$ cat config.mk
export PLATFORM = sky130hd
export DESIGN_NAME = clock_divider_bank_flat
export DESIGN_NICKNAME = d
export VERILOG_FILES = /design/src/rtl/clock_divider_bank_if.sv /design/src/rtl/clock_divider_bank.sv /design/src/flat_wrapper.sv
export SDC_FILE = /design/constraint.sdc
export NUM_CORES = 1
export LEC_CHECK = 0
export ABC_AREA = 0
export CAP_MARGIN = 20
export CORE_MARGIN = 2
export CORE_UTILIZATION = 61
export CTS_CLUSTER_DIAMETER = 60
export DETAILED_ROUTE_END_ITERATION = 16
export GPL_TIMING_DRIVEN = 1
export HOLD_SLACK_MARGIN = 0.03
export PLACE_DENSITY = 0.86
export SLEW_MARGIN = 20
export SYNTH_ARGS = -nofsm -noshare
export SYNTH_HDL_FRONTEND = slang
export SYNTH_SLANG_ARGS = --single-unit
$ cat constraint.sdc
create_clock -name clock -period 7.65 [get_ports clock]
set_clock_uncertainty 0.05 [all_clocks]
set_input_delay 1.1475 -clock clock [delete_from_list [all_inputs] [get_ports clock]]
set_output_delay 1.1475 -clock clock [all_outputs]
set_load 0.02 [all_outputs]
$ cat src/rtl/clock_divider_bank_if.sv
`default_nettype none
// ============================================================================
// Module   : clock_divider_bank_if
// Brief    : Control/status bundle for clock_divider_bank. The align signal
//            exists only when CLKDIV_ALIGN_EN is defined.
// Revision : 1.0 - initial release
// ============================================================================
interface clock_divider_bank_if #(
  parameter int NUM_CH = 4,
  parameter int CNT_W  = 8
);
  logic [NUM_CH-1:0] ch_en;
  logic [NUM_CH-1:0] div_load;
  logic [CNT_W-1:0]  div_value;
`ifdef CLKDIV_ALIGN_EN
  logic              align;
`endif
  logic [NUM_CH-1:0] clk_out;
  logic [NUM_CH-1:0] rise_tick;
  logic [NUM_CH-1:0] pend_valid;

`ifdef CLKDIV_ALIGN_EN
  modport master (output ch_en, div_load, div_value, align,
                  input  clk_out, rise_tick, pend_valid);
  modport slave  (input  ch_en, div_load, div_value, align,
                  output clk_out, rise_tick, pend_valid);
`else
  modport master (output ch_en, div_load, div_value,
                  input  clk_out, rise_tick, pend_valid);
  modport slave  (input  ch_en, div_load, div_value,
                  output clk_out, rise_tick, pend_valid);
`endif
endinterface
`default_nettype wire

$ cat src/rtl/clock_divider_bank.sv
`default_nettype none
// ============================================================================
// Module   : clock_divider_bank
// Brief    : Multi-channel programmable 50%-duty clock divider with glitch-free
//            divisor change and gating. Optional macro: CLKDIV_ALIGN_EN.
// Revision : 1.0 - initial release
// ============================================================================
module clock_divider_bank #(
  parameter int NUM_CH     = 4,
  parameter int CNT_W      = 8,
  parameter int RESET_HALF = 2
) (
  input  logic                clock,
  input  logic                reset,
  clock_divider_bank_if.slave bus
);

  logic [CNT_W-1:0]  w_load_val;
  logic [NUM_CH-1:0] w_clk_out;
  logic [NUM_CH-1:0] w_rise_tick;
  logic [NUM_CH-1:0] w_pend_valid;
  logic              w_align;

  // A zero half-period is meaningless; treat it as the fastest divisor.
  assign w_load_val = (bus.div_value == '0) ? CNT_W'(1) : bus.div_value;

`ifdef CLKDIV_ALIGN_EN
  assign w_align = bus.align;
`else
  assign w_align = 1'b0;
`endif

  generate
    for (genvar i = 0; i < NUM_CH; i++) begin : g_ch
      logic [CNT_W-1:0] r_cnt;
      logic [CNT_W-1:0] r_half;
      logic [CNT_W-1:0] r_pend_h;
      logic             r_clk;
      logic             r_rise;
      logic             r_pend_valid;
      logic             w_active;
      logic             w_idle;
      logic             w_toggle;
      logic             w_load;

      // A high phase always runs to completion, so gating only bites when low.
      assign w_active = bus.ch_en[i] | r_clk;
      assign w_idle   = ~w_active;
      assign w_toggle = w_active && (r_cnt == r_half - CNT_W'(1));
      assign w_load   = bus.div_load[i];

      always_ff @(posedge clock or posedge reset) begin
        if (reset) begin
          r_cnt        <= '0;
          r_half       <= CNT_W'(RESET_HALF);
          r_pend_h     <= '0;
          r_clk        <= 1'b0;
          r_rise       <= 1'b0;
          r_pend_valid <= 1'b0;
        end else begin
          r_rise <= 1'b0;
          if (w_align && bus.ch_en[i]) begin
            r_cnt <= '0;
            r_clk <= 1'b0;
            if (w_load) begin
              r_half       <= w_load_val;
              r_pend_valid <= 1'b0;
            end else if (r_pend_valid) begin
              r_half       <= r_pend_h;
              r_pend_valid <= 1'b0;
            end
          end else if (w_idle) begin
            r_cnt <= '0;
            if (r_pend_valid) begin
              r_half       <= w_load ? w_load_val : r_pend_h;
              r_pend_valid <= 1'b0;
            end else if (w_load) begin
              r_pend_h     <= w_load_val;
              r_pend_valid <= 1'b1;
            end
          end else begin
            if (w_toggle) begin
              r_cnt <= '0;
              r_clk <= ~r_clk;
              if (!r_clk) begin
                r_rise <= 1'b1;
              end else if (r_pend_valid) begin
                // Divisor only switches at the end of a high phase.
                r_half       <= r_pend_h;
                r_pend_valid <= 1'b0;
              end
            end else begin
              r_cnt <= r_cnt + CNT_W'(1);
            end
            if (w_load) begin
              r_pend_h     <= w_load_val;
              r_pend_valid <= 1'b1;
            end
          end
        end
      end

      assign w_clk_out[i]    = r_clk;
      assign w_rise_tick[i]  = r_rise;
      assign w_pend_valid[i] = r_pend_valid;
    end
  endgenerate

  assign bus.clk_out    = w_clk_out;
  assign bus.rise_tick  = w_rise_tick;
  assign bus.pend_valid = w_pend_valid;

endmodule
`default_nettype wire

$ cat src/flat_wrapper.sv
// flat-port wrapper written by rule: the top's interface ports become plain ports
module clock_divider_bank_flat 
#(
  parameter int NUM_CH     = 4,
  parameter int CNT_W      = 8,
  parameter int RESET_HALF = 2
)
  (clock, reset, bus_ch_en, bus_div_load, bus_div_value, bus_clk_out, bus_rise_tick, bus_pend_valid);
  clock_divider_bank_if #(.NUM_CH(NUM_CH), .CNT_W(CNT_W)) bus_i ();
  input  logic clock;
  input  logic reset;
  input wire logic [$bits(bus_i.ch_en)-1:0] bus_ch_en;
  input wire logic [$bits(bus_i.div_load)-1:0] bus_div_load;
  input wire logic [$bits(bus_i.div_value)-1:0] bus_div_value;
  output wire logic [$bits(bus_i.clk_out)-1:0] bus_clk_out;
  output wire logic [$bits(bus_i.rise_tick)-1:0] bus_rise_tick;
  output wire logic [$bits(bus_i.pend_valid)-1:0] bus_pend_valid;
  assign bus_i.ch_en = bus_ch_en;
  assign bus_i.div_load = bus_div_load;
  assign bus_i.div_value = bus_div_value;
  assign bus_clk_out = bus_i.clk_out;
  assign bus_rise_tick = bus_i.rise_tick;
  assign bus_pend_valid = bus_i.pend_valid;
  clock_divider_bank #(.NUM_CH(NUM_CH), .CNT_W(CNT_W), .RESET_HALF(RESET_HALF)) u_core (.clock(clock), .reset(reset), .bus(bus_i));
endmodule
==> impl_metrics.env <==
export IMPL_grt_max_degree=58
export IMPL_clock_sinks=108
export IMPL_end_kind="register"
export IMPL_yosysUniqueCellTypes=60
export IMPL_cts_tree="built"
export IMPL_drt_initial_drc_count=276
export IMPL_post_place_ws_ns=3.75
export IMPL_io_pin_count=30
export IMPL_post_cts_buffers=0
export IMPL_min_period_ns=3.58
export IMPL_p_sw_uw=936
export IMPL_syn_area_um2=6120
export IMPL_status="completed"
export IMPL_max_freq_mhz=279
export IMPL_num_nets_final=628
export IMPL_h_tree_depth=3
export IMPL_place_congestion=0.863
export IMPL_drc=0
export IMPL_ant_nets=0
export IMPL_arrival_ns=3.78
export IMPL_port_buffers=29
export IMPL_cts_resized=0
export IMPL_grt_pass1_wl_um=21300
export IMPL_cts_hold_buf=0
export IMPL_ir_drop_mv=0.156
export IMPL_start_util_pct=62.6
export IMPL_grt_pass1_vias=4609
export IMPL_hold_violations=0
export IMPL_worstSetupStartpointType="input port"
export IMPL_clockRootBuffer="clkbuf_8"
export IMPL_maxCapViolCount=0
export IMPL_hold_path_class="reg -> reg"
export IMPL_cp_max_fo=11
export IMPL_p_comb_share_pct=39.7
export IMPL_drv_slew=0
export IMPL_place_hpwl_um=8580
export IMPL_synth_edf_count=0
export IMPL_ys_seq_area_share_pct=44.2
export IMPL_cts_clk_slew_worst_paths_ns=0.09
export IMPL_syn_instance_count=605
export IMPL_drive_above_1_share_pct=15.2
export IMPL_slew_headroom_pct=33.7
export IMPL_final_period_utilization_pct=46.9
export IMPL_num_vias=4579
export IMPL_clkPwrFrac_pct=15.4
export IMPL_intPower_uw=1430
export IMPL_die_w_um=104
export IMPL_tightest_slew_ns=0.988
export IMPL_synthArstFlopShare_pct=100
export IMPL_worst_slack_ns=4.07
export IMPL_placed_area_um2=6380
export IMPL_synth_seq_cells=108
export IMPL_yosys_warnings=0
export IMPL_tns_ns=0
export IMPL_avgSynthCellArea_um2=10.1
export IMPL_dieHeight_um=104
export IMPL_finalWirelength_um=12300
export IMPL_worstPathRequired_ns=7.84
export IMPL_clockBufferDepth=2
export IMPL_ys_flop_type="dfrtp_1"
export IMPL_insertion_delay_ns=0.37
export IMPL_rows=36
export IMPL_fillCellCount=752
export IMPL_syn_to_final_growth_pct=7.93
export IMPL_syn_nets=631
export IMPL_design_area_um2=6610
export IMPL_first_pass_iters=5
export IMPL_antennaDiodeCount=0
export IMPL_setup_viol=0
export IMPL_swShare_pct=39.6
export IMPL_leakage_uw=0.00279
export IMPL_seqPwrFrac_pct=44.9
export IMPL_grt_overflow_total=0
export IMPL_rsz0062_at_grt="no"
export IMPL_routedWlPerCell_um=16.6
export IMPL_cts_buffers=9
export IMPL_p_per_area_nw_per_um2=358
export IMPL_die_area_um2=10900
export IMPL_crit_type="in -> reg"
export IMPL_hold_slack_ns=0.454
export IMPL_antenna_found_initial=0
export IMPL_track_usage_pct=23.5
export IMPL_fp_coreArea_um2=9770
export IMPL_vias_per_cell=6.20
[power groups by stage]
| stage | clock network (uW) | registers (uW) | logic [uW] |
|---|---|---|---|
| after floorplan | 0 | 935 | 850 |
| after global placement | 0 | 1050 | 873 |
| after detailed placement | 0 | 1060 | 933 |
| after CTS | 371 | 1050 | 938 |
| after global routing | 394 | 1100 | 1050 |
| final | 364 | 1060 | 937 |
[synthesized netlist by cell type (2+ instances only)]
cell | n | area, um^2
a31oi_1 | 3 | 18.8
nand4b_1 | 2 | 17.5
a221oi_1 | 7 | 61.3
buf_4 | 12 | 90.1
nand2b_1 | 3 | 18.8
dfrtp_1 | 104 | 2600
a311oi_1 | 7 | 61.3
inv_1 | 20 | 75.1
dfstp_2 | 4 | 105
a21oi_1 | 11 | 55.1
nor2_1 | 57 | 214
or2_2 | 4 | 25.0
a211oi_1 | 3 | 22.5
nand2_1 | 20 | 75.1
clkbuf_1 | 29 | 109
nor2b_1 | 9 | 56.3
o211ai_1 | 3 | 22.5
ha_1 | 8 | 100
buf_2 | 2 | 10.0
and3_1 | 23 | 144
nand3b_1 | 8 | 60.1
mux2i_1 | 13 | 130
nand3_1 | 39 | 195
nor3_1 | 14 | 70.1
nor4_1 | 7 | 43.8
mux2_2 | 59 | 664
xnor2_1 | 33 | 289
nor4b_1 | 2 | 17.5
o31ai_1 | 3 | 22.5
o21bai_1 | 4 | 30.0
a21o_1 | 2 | 15.0
or3_1 | 11 | 68.8
nand4_1 | 11 | 68.8
xor2_1 | 28 | 245
o21ai_0 | 15 | 75.1
[logic make-up after synthesis]
group,synth area share (%)
buf+inv,4.84
flops,44.2
xor+xnor,9.10
mux,13.0
compound gates,8.32
fa+ha+maj,1.64
simple gates,18.9
[cells in the final DEF, fill, tap and decap left out, types with 4 or more instances in the layout]
cell,n
and3_1,23
nand2_1,20
nor4_1,7
nand4_1,11
o21bai_1,4
or2_2,4
mux2_2,59
a221oi_1,7
dfrtp_1,104
nand3_1,39
dfstp_2,4
clkbuf_8,11
nor2_1,57
nor3_1,13
o21ai_0,15
inv_1,19
clkdlybuf4s50_1,29
nor2b_1,9
ha_1,8
a311oi_1,7
xor2_1,28
xnor2_1,33
mux2i_1,13
a21oi_1,11
or3_1,11
nand3b_1,8
[registers in the layout, indices dropped and copies added (netlist names)]
register	cells
u_core.g_ch.r_cnt	32
u_core.g_ch.r_half	32
u_core.g_ch.r_pend_h	32
u_core.g_ch.r_clk	4
u_core.g_ch.r_pend_valid	4
u_core.g_ch.r_rise	4
[final timing paths]
path	slack (ns)	start	end	cells past startpoint
setup / recovery	4.07	bus_ch_en[3]	u_core.g_ch[3].r_half[4]	7
min in group asynchronous	1.20	reset	u_core.g_ch[0].r_half[7]	2
hold reg to reg	0.45	u_core.g_ch[2].r_pend_h[0]	u_core.g_ch[2].r_pend_h[0]	2
setup reg to reg	4.55	u_core.g_ch[0].r_half[1]	u_core.g_ch[0].r_clk	8
max in group asynchronous	5.24	reset	u_core.g_ch[3].r_pend_h[7]	3
hold / removal	0.45	u_core.g_ch[2].r_pend_h[0]	u_core.g_ch[2].r_pend_h[0]	2
[worst max-delay path, cell delays in order]
cell and delay, ns:
clkdlybuf4s50_1 0.61, or2_2 0.49, nor2_1 0.74, mux2i_1 0.30, nor2_1 0.07, a311oi_1 0.30
nand3_1 0.12
[routing by layer]
| metal | up-vias | global-route usage (%) | share of wire, % |
|---|---|---|---|
| li1 | 2129 | - | - |
| met1 | 2292 | 31.9 | 43 |
| met2 | 141 | 39.0 | 50 |
| met3 | 17 | 3.57 | 4.9 |
| met4 | 0 | 7.82 | 1.5 |
| met5 | - | 0 | 0 |
[stage by stage]
| step | utilization [%] | cells | power (uW) |
|---|---|---|---|
| after floorplan | - | 605 | 1780 |
| after global placement | 65.3 | 724 | 1920 |
| after detailed placement | 65.3 | 724 | 2000 |
| after global routing | 67.6 | 739 | 2540 |
| final | 67.6 | 739 | 2360 |
| after CTS | 67.4 | 739 | 2360 |
[final cells by class]
cell class                      instances  area (um^2)  share of cell area (%)
Multi-Input combinational cell        431         3140                    47.5
Clock inverter                          4         55.1                   0.833
Timing Repair Buffer                   31          305                    4.62
Inverter                               21         81.3                    1.23
Sequential cell                       108         2710                    41.0
Clock buffer                           11          151                    2.29
Tap cell                              133          166                    2.52
(Power assumes the default switching activity.)
